File: src/rtl/cache_axi_master_if.sv
`default_nettype none
// ============================================================================
// Module   : cache_axi_master_if
// Brief    : AXI4-Lite bus between the cache memory stage and its slave.
// Revision : 1.0 - initial release
// ============================================================================
interface cache_axi_master_if #(
    parameter int ADDR_W = 32,
    parameter int DATA_W = 32
);
    logic [ADDR_W-1:0]   awaddr;
    logic                awvalid;
    logic                awready;
    logic [DATA_W-1:0]   wdata;
    logic [DATA_W/8-1:0] wstrb;
    logic                wvalid;
    logic                wready;
    logic [1:0]          bresp;
    logic                bvalid;
    logic                bready;
    logic [ADDR_W-1:0]   araddr;
    logic                arvalid;
    logic                arready;
    logic [DATA_W-1:0]   rdata;
    logic [1:0]          rresp;
    logic                rvalid;
    logic                rready;

    modport master (
        output awaddr, awvalid, wdata, wstrb, wvalid, bready, araddr, arvalid, rready,
        input  awready, wready, bresp, bvalid, arready, rdata, rresp, rvalid
    );

    modport slave (
        input  awaddr, awvalid, wdata, wstrb, wvalid, bready, araddr, arvalid, rready,
        output awready, wready, bresp, bvalid, arready, rdata, rresp, rvalid
    );
endinterface
`default_nettype wire

File: src/rtl/cache_axi_master.sv
`default_nettype none
// ============================================================================
// Module   : cache_axi_master
// Brief    : Converts cache refill/writeback requests into single-beat
//            AXI4-Lite transactions, one per line word.
// Revision : 1.0 - initial release
// ============================================================================
module cache_axi_master #(
    parameter int ADDR_W = 32,
    parameter int DATA_W = 32,
    parameter int WORDS  = 4,
    localparam int LINE_W = DATA_W * WORDS
) (
    input  wire logic              clk,
    input  wire logic              rst,
    input  wire logic              rd_mem_req,
    input  wire logic              wr_mem_req,
    input  wire logic              wr_rd_mem_req,
    input  wire logic [ADDR_W-1:0] rd_addr,
    input  wire logic [ADDR_W-1:0] wb_addr,
    input  wire logic [LINE_W-1:0] wb_line,
    output logic                   ready_mem,
    output logic [LINE_W-1:0]      fill_line,
    output logic                   fill_valid,
    output logic                   busy,
    output logic                   err,
    cache_axi_master_if.master     axi
);
    localparam int c_bytes    = DATA_W / 8;
    localparam int c_off_w    = $clog2(c_bytes);
    localparam int c_cnt_w    = (WORDS > 1) ? $clog2(WORDS) : 1;
    localparam int c_line_off = $clog2(WORDS * c_bytes);
    localparam logic [ADDR_W-1:0] c_line_mask =
        ~((ADDR_W'(1) << c_line_off) - ADDR_W'(1));
    localparam logic [c_cnt_w-1:0] c_last = c_cnt_w'(WORDS - 1);

    localparam logic [2:0] c_s_idle    = 3'd0;
    localparam logic [2:0] c_s_wr_req  = 3'd1;
    localparam logic [2:0] c_s_wr_resp = 3'd2;
    localparam logic [2:0] c_s_rd_req  = 3'd3;
    localparam logic [2:0] c_s_rd_resp = 3'd4;
    localparam logic [2:0] c_s_done    = 3'd5;

    logic [2:0]         r_state;
    logic [2:0]         w_next;
    logic [c_cnt_w-1:0] r_cnt;
    logic [ADDR_W-1:0]  r_wb_base;
    logic [ADDR_W-1:0]  r_rd_base;
    logic [ADDR_W-1:0]  w_beat_off;
    logic [LINE_W-1:0]  r_wb_line;
    logic [LINE_W-1:0]  r_fill_line;
    logic               r_do_rd;
    logic               r_aw_done;
    logic               r_w_done;
    logic               r_err;
    logic               w_accept;
    logic               w_last;
    logic               w_aw_all;
    logic               w_w_all;

    assign w_accept = rd_mem_req | wr_mem_req | wr_rd_mem_req;
    assign w_last   = (r_cnt == c_last);
    assign w_aw_all = r_aw_done | (axi.awvalid & axi.awready);
    assign w_w_all  = r_w_done  | (axi.wvalid  & axi.wready);

    // Bases are line-aligned, so OR-ing in the word index never carries out of the line.
    assign w_beat_off  = ADDR_W'(r_cnt) << c_off_w;
    assign axi.awaddr  = r_wb_base | w_beat_off;
    assign axi.araddr  = r_rd_base | w_beat_off;
    assign axi.wdata   = r_wb_line[r_cnt*DATA_W +: DATA_W];
    assign axi.wstrb   = '1;
    assign fill_line   = r_fill_line;
    assign err         = r_err;

    always_ff @(posedge clk or negedge rst) begin
        if (!rst) begin
            r_state <= c_s_idle;
        end else begin
            r_state <= w_next;
        end
    end

    always_comb begin
        w_next = r_state;
        case (r_state)
            c_s_idle: begin
                if (wr_rd_mem_req || wr_mem_req) begin
                    w_next = c_s_wr_req;
                end else if (rd_mem_req) begin
                    w_next = c_s_rd_req;
                end
            end
            c_s_wr_req: begin
                if (w_aw_all && w_w_all) begin
                    w_next = c_s_wr_resp;
                end
            end
            c_s_wr_resp: begin
                if (axi.bvalid) begin
                    if (!w_last) begin
                        w_next = c_s_wr_req;
                    end else if (r_do_rd) begin
                        w_next = c_s_rd_req;
                    end else begin
                        w_next = c_s_done;
                    end
                end
            end
            c_s_rd_req: begin
                if (axi.arready) begin
                    w_next = c_s_rd_resp;
                end
            end
            c_s_rd_resp: begin
                if (axi.rvalid) begin
                    w_next = w_last ? c_s_done : c_s_rd_req;
                end
            end
            c_s_done: w_next = c_s_idle;
            default:  w_next = c_s_idle;
        endcase
    end

    always_comb begin
        axi.awvalid = 1'b0;
        axi.wvalid  = 1'b0;
        axi.bready  = 1'b0;
        axi.arvalid = 1'b0;
        axi.rready  = 1'b0;
        ready_mem   = 1'b0;
        fill_valid  = 1'b0;
        busy        = (r_state != c_s_idle);
        case (r_state)
            c_s_wr_req: begin
                axi.awvalid = ~r_aw_done;
                axi.wvalid  = ~r_w_done;
            end
            c_s_wr_resp: axi.bready  = 1'b1;
            c_s_rd_req:  axi.arvalid = 1'b1;
            c_s_rd_resp: axi.rready  = 1'b1;
            c_s_done: begin
                ready_mem  = 1'b1;
                fill_valid = r_do_rd;
            end
            default: ;
        endcase
    end

    always_ff @(posedge clk or negedge rst) begin
        if (!rst) begin
            r_cnt       <= '0;
            r_wb_base   <= '0;
            r_rd_base   <= '0;
            r_wb_line   <= '0;
            r_fill_line <= '0;
            r_do_rd     <= 1'b0;
            r_aw_done   <= 1'b0;
            r_w_done    <= 1'b0;
            r_err       <= 1'b0;
        end else begin
            case (r_state)
                c_s_idle: begin
                    if (w_accept) begin
                        r_wb_base <= wb_addr & c_line_mask;
                        r_rd_base <= rd_addr & c_line_mask;
                        r_wb_line <= wb_line;
                        r_do_rd   <= wr_rd_mem_req | (~wr_mem_req & rd_mem_req);
                        r_cnt     <= '0;
                    end
                end
                c_s_wr_req: begin
                    // Flags collapse back to zero once both halves of the beat are accepted.
                    if (w_aw_all && w_w_all) begin
                        r_aw_done <= 1'b0;
                        r_w_done  <= 1'b0;
                    end else begin
                        r_aw_done <= w_aw_all;
                        r_w_done  <= w_w_all;
                    end
                end
                c_s_wr_resp: begin
                    if (axi.bvalid) begin
                        if (axi.bresp != 2'b00) begin
                            r_err <= 1'b1;
                        end
                        r_cnt <= w_last ? '0 : r_cnt + 1'b1;
                    end
                end
                c_s_rd_resp: begin
                    if (axi.rvalid) begin
                        r_fill_line[r_cnt*DATA_W +: DATA_W] <= axi.rdata;
                        if (axi.rresp != 2'b00) begin
                            r_err <= 1'b1;
                        end
                        r_cnt <= w_last ? '0 : r_cnt + 1'b1;
                    end
                end
                default: ;
            endcase
        end
    end
endmodule
`default_nettype wire

File: src/flat_wrapper.sv
// flat-port wrapper written by rule: the top's interface ports become plain ports
module cache_axi_master_flat 
#(
    parameter int ADDR_W = 32,
    parameter int DATA_W = 32,
    parameter int WORDS  = 4,
    localparam int LINE_W = DATA_W * WORDS
)
  (clk, rst, rd_mem_req, wr_mem_req, wr_rd_mem_req, rd_addr, wb_addr, wb_line, ready_mem, fill_line, fill_valid, busy, err, axi_awaddr, axi_awvalid, axi_wdata, axi_wstrb, axi_wvalid, axi_bready, axi_araddr, axi_arvalid, axi_rready, axi_awready, axi_wready, axi_bresp, axi_bvalid, axi_arready, axi_rdata, axi_rresp, axi_rvalid);
  cache_axi_master_if #(.ADDR_W(ADDR_W), .DATA_W(DATA_W)) axi_i ();
  input  wire logic clk;
  input  wire logic rst;
  input  wire logic rd_mem_req;
  input  wire logic wr_mem_req;
  input  wire logic wr_rd_mem_req;
  input  wire logic [ADDR_W-1:0] rd_addr;
  input  wire logic [ADDR_W-1:0] wb_addr;
  input  wire logic [LINE_W-1:0] wb_line;
  output logic ready_mem;
  output logic [LINE_W-1:0] fill_line;
  output logic fill_valid;
  output logic busy;
  output logic err;
  output wire logic [$bits(axi_i.awaddr)-1:0] axi_awaddr;
  output wire logic [$bits(axi_i.awvalid)-1:0] axi_awvalid;
  output wire logic [$bits(axi_i.wdata)-1:0] axi_wdata;
  output wire logic [$bits(axi_i.wstrb)-1:0] axi_wstrb;
  output wire logic [$bits(axi_i.wvalid)-1:0] axi_wvalid;
  output wire logic [$bits(axi_i.bready)-1:0] axi_bready;
  output wire logic [$bits(axi_i.araddr)-1:0] axi_araddr;
  output wire logic [$bits(axi_i.arvalid)-1:0] axi_arvalid;
  output wire logic [$bits(axi_i.rready)-1:0] axi_rready;
  input wire logic [$bits(axi_i.awready)-1:0] axi_awready;
  input wire logic [$bits(axi_i.wready)-1:0] axi_wready;
  input wire logic [$bits(axi_i.bresp)-1:0] axi_bresp;
  input wire logic [$bits(axi_i.bvalid)-1:0] axi_bvalid;
  input wire logic [$bits(axi_i.arready)-1:0] axi_arready;
  input wire logic [$bits(axi_i.rdata)-1:0] axi_rdata;
  input wire logic [$bits(axi_i.rresp)-1:0] axi_rresp;
  input wire logic [$bits(axi_i.rvalid)-1:0] axi_rvalid;
  assign axi_awaddr = axi_i.awaddr;
  assign axi_awvalid = axi_i.awvalid;
  assign axi_wdata = axi_i.wdata;
  assign axi_wstrb = axi_i.wstrb;
  assign axi_wvalid = axi_i.wvalid;
  assign axi_bready = axi_i.bready;
  assign axi_araddr = axi_i.araddr;
  assign axi_arvalid = axi_i.arvalid;
  assign axi_rready = axi_i.rready;
  assign axi_i.awready = axi_awready;
  assign axi_i.wready = axi_wready;
  assign axi_i.bresp = axi_bresp;
  assign axi_i.bvalid = axi_bvalid;
  assign axi_i.arready = axi_arready;
  assign axi_i.rdata = axi_rdata;
  assign axi_i.rresp = axi_rresp;
  assign axi_i.rvalid = axi_rvalid;
  cache_axi_master #(.ADDR_W(ADDR_W), .DATA_W(DATA_W), .WORDS(WORDS)) u_core (.clk(clk), .rst(rst), .rd_mem_req(rd_mem_req), .wr_mem_req(wr_mem_req), .wr_rd_mem_req(wr_rd_mem_req), .rd_addr(rd_addr), .wb_addr(wb_addr), .wb_line(wb_line), .ready_mem(ready_mem), .fill_line(fill_line), .fill_valid(fill_valid), .busy(busy), .err(err), .axi(axi_i));
endmodule
File: config.mk
export PLATFORM = sky130hd
export DESIGN_NAME = cache_axi_master_flat
export DESIGN_NICKNAME = d
export VERILOG_FILES = /design/src/rtl/cache_axi_master_if.sv /design/src/rtl/cache_axi_master.sv /design/src/flat_wrapper.sv
export SDC_FILE = /design/constraint.sdc
export NUM_CORES = 1
export LEC_CHECK = 0
export CORE_AREA = 4 4 183 185
export DETAILED_ROUTE_END_ITERATION = 8
export DIE_AREA = 0 0 187 189
export GPL_TIMING_DRIVEN = 0
export PLACE_DENSITY_LB_ADDON = 0.25
export SLEW_MARGIN = 20
export SYNTH_ARGS = -nofsm -noshare
export SYNTH_HDL_FRONTEND = slang
export SYNTH_SLANG_ARGS = --single-unit
File: constraint.sdc
create_clock -name clk -period 3.2 [get_ports clk]
set_clock_uncertainty 0.15 [all_clocks]
set_input_delay 0.64 -clock clk [delete_from_list [all_inputs] [get_ports clk]]
set_output_delay 0.64 -clock clk [all_outputs]
set_load 0.02 [all_outputs]
==> Word-level counts from Yosys, hierarchy flattened <==
Index checks and enable logic that the tools add are counted.
{ "classes": {"addsub": 2, "eq_ne": 14, "shifts": 3, "muxes": 30, "bitwise_logic": 13, "reduce_logical": 13} }
{ "op_table": {"columns": ["cell", "count"], "rows": [
  ["128-bit bitwise mux", 1],
  ["32-bit by 34-bit variable shift with 128-bit output, first input constant", 1],
  ["128-bit by 8-bit variable part select with 32-bit output", 1],
  ["32-bit by 34-bit variable part select with 128-bit output", 1],
  ["32-bit by 4-bit bitwise OR with 32-bit output", 2],
  ["7-bit negation with 34-bit output", 1],
  ["3-bit two-way mux", 9],
  ["3-bit one-hot mux with 5 select lines", 1],
  ["1-bit two-way mux", 13],
  ["5-bit AND reduction", 2],
  ["2-bit two-way mux", 4],
  ["2-bit by 1-bit != test with 1-bit output, second input constant", 4],
  ["3-bit by 2-bit equality test with 1-bit output, second input constant", 2],
  ["3-bit equality test, second input constant", 2],
  ["2-bit != test, second input constant", 3],
  ["2-bit one-hot mux with 3 select lines", 1],
  ["2-bit nonzero test", 3],
  ["3-bit nonzero test", 2],
  ["1-bit bitwise OR", 5],
  ["2-bit AND reduction", 2],
  ["4-bit AND reduction", 1],
  ["1-bit bitwise AND", 3],
  ["3-bit by 1-bit equality test with 1-bit output, second input constant", 1],
  ["3-bit logical NOT", 1],
  ["other kinds (7)", 9]
]} }
{ "word_totals": {"register_bits": 321, "input_bits": 238, "output_inout_bits": 237, "elab_cells": 85} }

==> Longest topological paths before layout <==
{ "depth": {"depth_word": 7, "depth_mapped": 8} }

==> Least setup slack after synthesis <==
No wires, ideal clock.
{ "synth_path": {"path_type": "register -> register", "startpoint": "register u_core.r_cnt[1]", "endpoint": "register u_core.r_fill_line[2], in the netlist u_core.fill_line[2]", "arrival_time_ps": 2421, "setup_slack_ps": 546, "path_stages_with_launch": 9, "period_less_slack_ps": 2654, "path_cell_list": "dfrtp_1 clkbuf_1 buf_1 inv_1 ha_1 nor3b_1 clkbuf_1 nand2_1 o21ai_0"} }
{ "synth_via": {"elab_chain_len": 3, "elab_cells_between_ends": 4, "classes_between": "1 x add/sub; 2 x shift; 1 x mux"} }
{ "synth_lines": {"columns": ["item", "line", "rtl"], "rows": [
  ["from (decl)", "cache_axi_master.sv:46", "logic [c_cnt_w-1:0] r_cnt;"],
  ["from (signal assigned)", "cache_axi_master.sv:186", "r_cnt <= w_last ? '0 : r_cnt + 1'b1;"],
  ["from (signal assigned)", "cache_axi_master.sv:195", "r_cnt <= w_last ? '0 : r_cnt + 1'b1;"],
  ["7-bit negation with 34-bit output (*)", "cache_axi_master.sv:191", "r_fill_line[r_cnt*DATA_W +: DATA_W] <= axi.rdata;"],
  ["32-bit by 34-bit variable part select with 128-bit output / 32-bit by 34-bit variable shift with 128-bit output (equally long branches)", "cache_axi_master.sv:191", null],
  ["128-bit bitwise mux (*)", "cache_axi_master.sv:191", null],
  ["to (signal, indexed assignment)", "cache_axi_master.sv:191", null],
  ["to (decl)", "cache_axi_master.sv:51", "logic [LINE_W-1:0] r_fill_line;"]
]} }
Mark *: on every way between the ends. The rest lies on a longest branch, timed or not.
A chain may end at the register's enable or synchronous reset.

==> Final worst setup path <==
{ "layout_path": {"startpoint": "register u_core.r_cnt[0]", "endpoint": "output port axi_wdata[27]"} }
{ "layout_via": {"elab_chain_len": 1} }
{ "layout_lines": {"columns": ["item", "line", "rtl"], "rows": [
  ["128-bit by 8-bit variable part select with 32-bit output", "cache_axi_master.sv:70", "assign axi.wdata = r_wb_line[r_cnt*DATA_W +: DATA_W];"],
  ["to (decl)", "flat_wrapper.sv:26", "output wire logic [$bits(axi_i.wdata)-1:0] axi_wdata;"]
]} }
Every way passes these cells.

==> flow_summary.yaml <==
cells_and_area:
  final_cell_mix: "clkdlybuf4s50_1 (427), dfrtp_1 (320), nand2_1 (263)"
  final.fill_count: 2584
  final_cell_area_sq_mm: 0.0199
  final_common_cell: "clkdlybuf4s50_1"
  register_area_sq_mm: 0.00803
  area_delta_synth_final_pct: 48.1
  fin_cells: 2017
  utilization_pct: 62.0
  nets: 1825
  drive_gt1_share_pct: 9.33
  multi_input_area_sq_mm: 0.00489
sta:
  fin_tns_setup_ps: 0
  timing.fmax_mhz: 324
  grt_setup_unrepaired: "false"
  worstMarginPinSlew_ps: 591
  maxSlewViolCount: 0
  finalSetupViolCount: 0
  hold_violations: 0
  slew_headroom_pct: 60.6
  min_period_ps: 3090
  fin_ws_ps: 112
  finalCritPeriodShare_pct: 96.5
  whs_ps: 319
setup_path:
  critPathLaunchType: "register"
  rrSetupSlack_ps: 280
  crit_arrival_ps: 2300
  r2r-start: "u_core.r_cnt[1]$_DFFE_PN0P_"
  setup.worst_path.end_class: "output port"
  path_buf_inv: 3
  crit_fanout: 10
  critPathCapture: "axi_wdata[27]"
  cpLargestDelayFamily: "buffers and inverters"
  cp_cell_sequence: "buf_6 > buf_8 > mux4_2 > dlygate4sd2_1"
  r2r.worst_path.cells: 8
  critPathLaunch: "u_core.r_cnt[0]$_DFFE_PN0P_"
  worst_path_max_delay_cell: "mux4_2"
  crit_path_max_incr_delay_ps: 570
  required_ps: 2410
  cp.depth: 4
  reg2reg_to: "u_core.fill_line[122]$_DFFE_PN0P_"
  critical_path_class: "register to output port"
detailed_routing:
  avgRoutedWirePerCell_um: 20.9
  route.detailed.drc: 0
  viasPerCell: 5.11
  wl_met2_mm: 21.5
  drt_wl_total_mm: 42.2
  drtIter0Drc: 465
  vias: 10300
  route.top_layer_used: "met5"
  met3_length_mm: 3.80
  first_pass_iters: 4
  wl_met1_mm: 16.0
  ant_nets: 0
floorplan:
  fp.dieH_um: 189
  dieArea_sq_mm: 0.0353
  die_w_um: 187
  fp.coreArea_sq_mm: 0.0320
  num_io_pins: 475
  start_util_pct: 41.9
  std_cell_rows: 66
place:
  postPlaceCellArea_sq_mm: 0.0186
  place_hpwl_mm: 32.1
  gp_congestion: 0.847
  port_buffers: 458
  place_inst: 1950
  dp_slack_ps: -739
power:
  ir_drop_uv: 628
  p_per_area_mw_per_mm2: 903
  leakagePower_nw: 8.19
  finalPower_mw: 18.0
job:
  max_cap_viol_count: 0
clocking:
  root_buffer: "clkbuf_16"
  h-tree-depth: 2
  clkLatencyLatePin_ps: 510
  cts_tree: "done"
  cts_buffers: 37
  cts_sinks: 321
  clk_pin_slew_ps: 60
  cts.path.max_buffers: 3
synthesis:
  ys.warnings.count: 0
  ys_ff_latch: 321
  synth_cells: 1075
  syn_area_sq_mm: 0.0134
  yosysUniqueCellTypes: 41
  ys_seq_area_share_pct: 59.9
  syn_avg_cell_area_sq_um: 12.5
grt:
  grt_usage_pct: 23.5
  grt_overflow_total: 0
  antenna_found_initial: 8
  first_global_vias: 11100
  grt_pass1_wl_mm: 65.6
  grt_start_max_net_pins: 95
run_status:
  status: "complete, no violations"
min_path:
  hold_class: "register to register"
==> state kept, by name, indices dropped and copies added, names as in the netlist <==
register	cells
u_core.fill_line	128
u_core.r_rd_base	28
u_core.r_wb_base	28
u_core.r_aw_done	1
u_core.err	1
u_core.r_state	3
u_core.r_cnt	2
u_core.r_do_rd	1
u_core.r_wb_line	128
u_core.r_w_done	1
==> what timing repair did <==
action                                 4_1_cts  5_1_grt
hold buffers                                 1        0
endpoints found under the hold margin       67        0
setup endpoints to repair                  162       50
buffers inserted                             0        0
gates resized for setup                     56        6
==> how the worst min path moves through the flow <==
stage | startpoint | end | slack (ps) | cells after the start
finish | u_core.err$_DFFE_PN0P_ | u_core.err$_DFFE_PN0P_ | 320 | 1
global route | u_core.r_wb_base[26]$_DFFE_PN0P_ | u_core.r_wb_base[26]$_DFFE_PN0P_ | 340 | 1
CTS | u_core.err$_DFFE_PN0P_ | u_core.err$_DFFE_PN0P_ | 320 | 1
detailed placement | u_core.err$_DFFE_PN0P_ | u_core.err$_DFFE_PN0P_ | 310 | 1
global placement | u_core.err$_DFFE_PN0P_ | u_core.err$_DFFE_PN0P_ | 290 | 1
floorplan | rst | u_core.err$_DFFE_PN0P_ | 190 | 0
==> layer usage <==
| metal | GRT usage [%] | vias to the layer above |
|---|---|---|
| li1 | - | 4688 |
| met1 | 27.2 | 5142 |
| met2 | 42.2 | 394 |
| met3 | 8.70 | 73 |
| met4 | 5.09 | 14 |
| met5 | 0 | - |
==> Yosys cell counts (all sizes together) <==
cell / number / share of area, %
dfrtp: 321 / 60
nand2: 263 / 7.4
mux2: 185 / 16
o21ai: 130 / 4.8
buf: 40 / 2.8
clkbuf: 39 / 1.1
mux4: 32 / 5.4
nor2: 18 / 0.56
nor3: 6 / 0.22
ha: 5 / 0.47
nor3b: 4 / 0.22
a21oi: 3 / 0.11
inv: 3 / 0.084
nor2b: 3 / 0.14
a22o: 2 / 0.13
and2: 2 / 0.093
conb: 2 / 0.056
nand2b: 2 / 0.093
a211oi: 1 / 0.056
a21o: 1 / 0.056
a311oi: 1 / 0.065
and3b: 1 / 0.065
nor4: 1 / 0.047
nor4bb: 1 / 0.075
o21ba: 1 / 0.075
o21bai: 1 / 0.056
o2bb2ai: 1 / 0.065
o311ai: 1 / 0.065
o32a: 1 / 0.075
o32ai: 1 / 0.065
o41ai: 1 / 0.065
or3: 1 / 0.047
or3b: 1 / 0.065
==> cell families (layout without fill, tap and decap cells) <==
logic type,after synthesis,in the layout,share of synthesized area [%]
adder cells (fa/ha/maj),5,5,0.466
buffers and inverters,82,609,3.99
multiplexers,217,217,20.9
AND/OR/NAND/NOR,303,303,8.99
flip-flops,321,321,59.9
other,2,9,0.0560
AO/OA/AOI/OAI,145,145,5.73
==> final cells by class <==
class	instances	share of cell area [%]
Antenna cell	1	0.0126
Tap cell	408	2.57
Multi-Input combinational cell	678	24.6
Sequential cell	321	40.4
Inverter	3	0.0567
Buffer	79	2.95
Timing Repair Buffer	462	23.4
Clock buffer	54	5.60
Clock inverter	11	0.422
==> power breakdown <==
group          total, mW  internal (mW)  switching [mW]
combinational       7.67           3.81            3.87
sequential          6.17           5.48           0.694
clock               4.11           2.49            1.62
(Power assumes the default switching activity.)
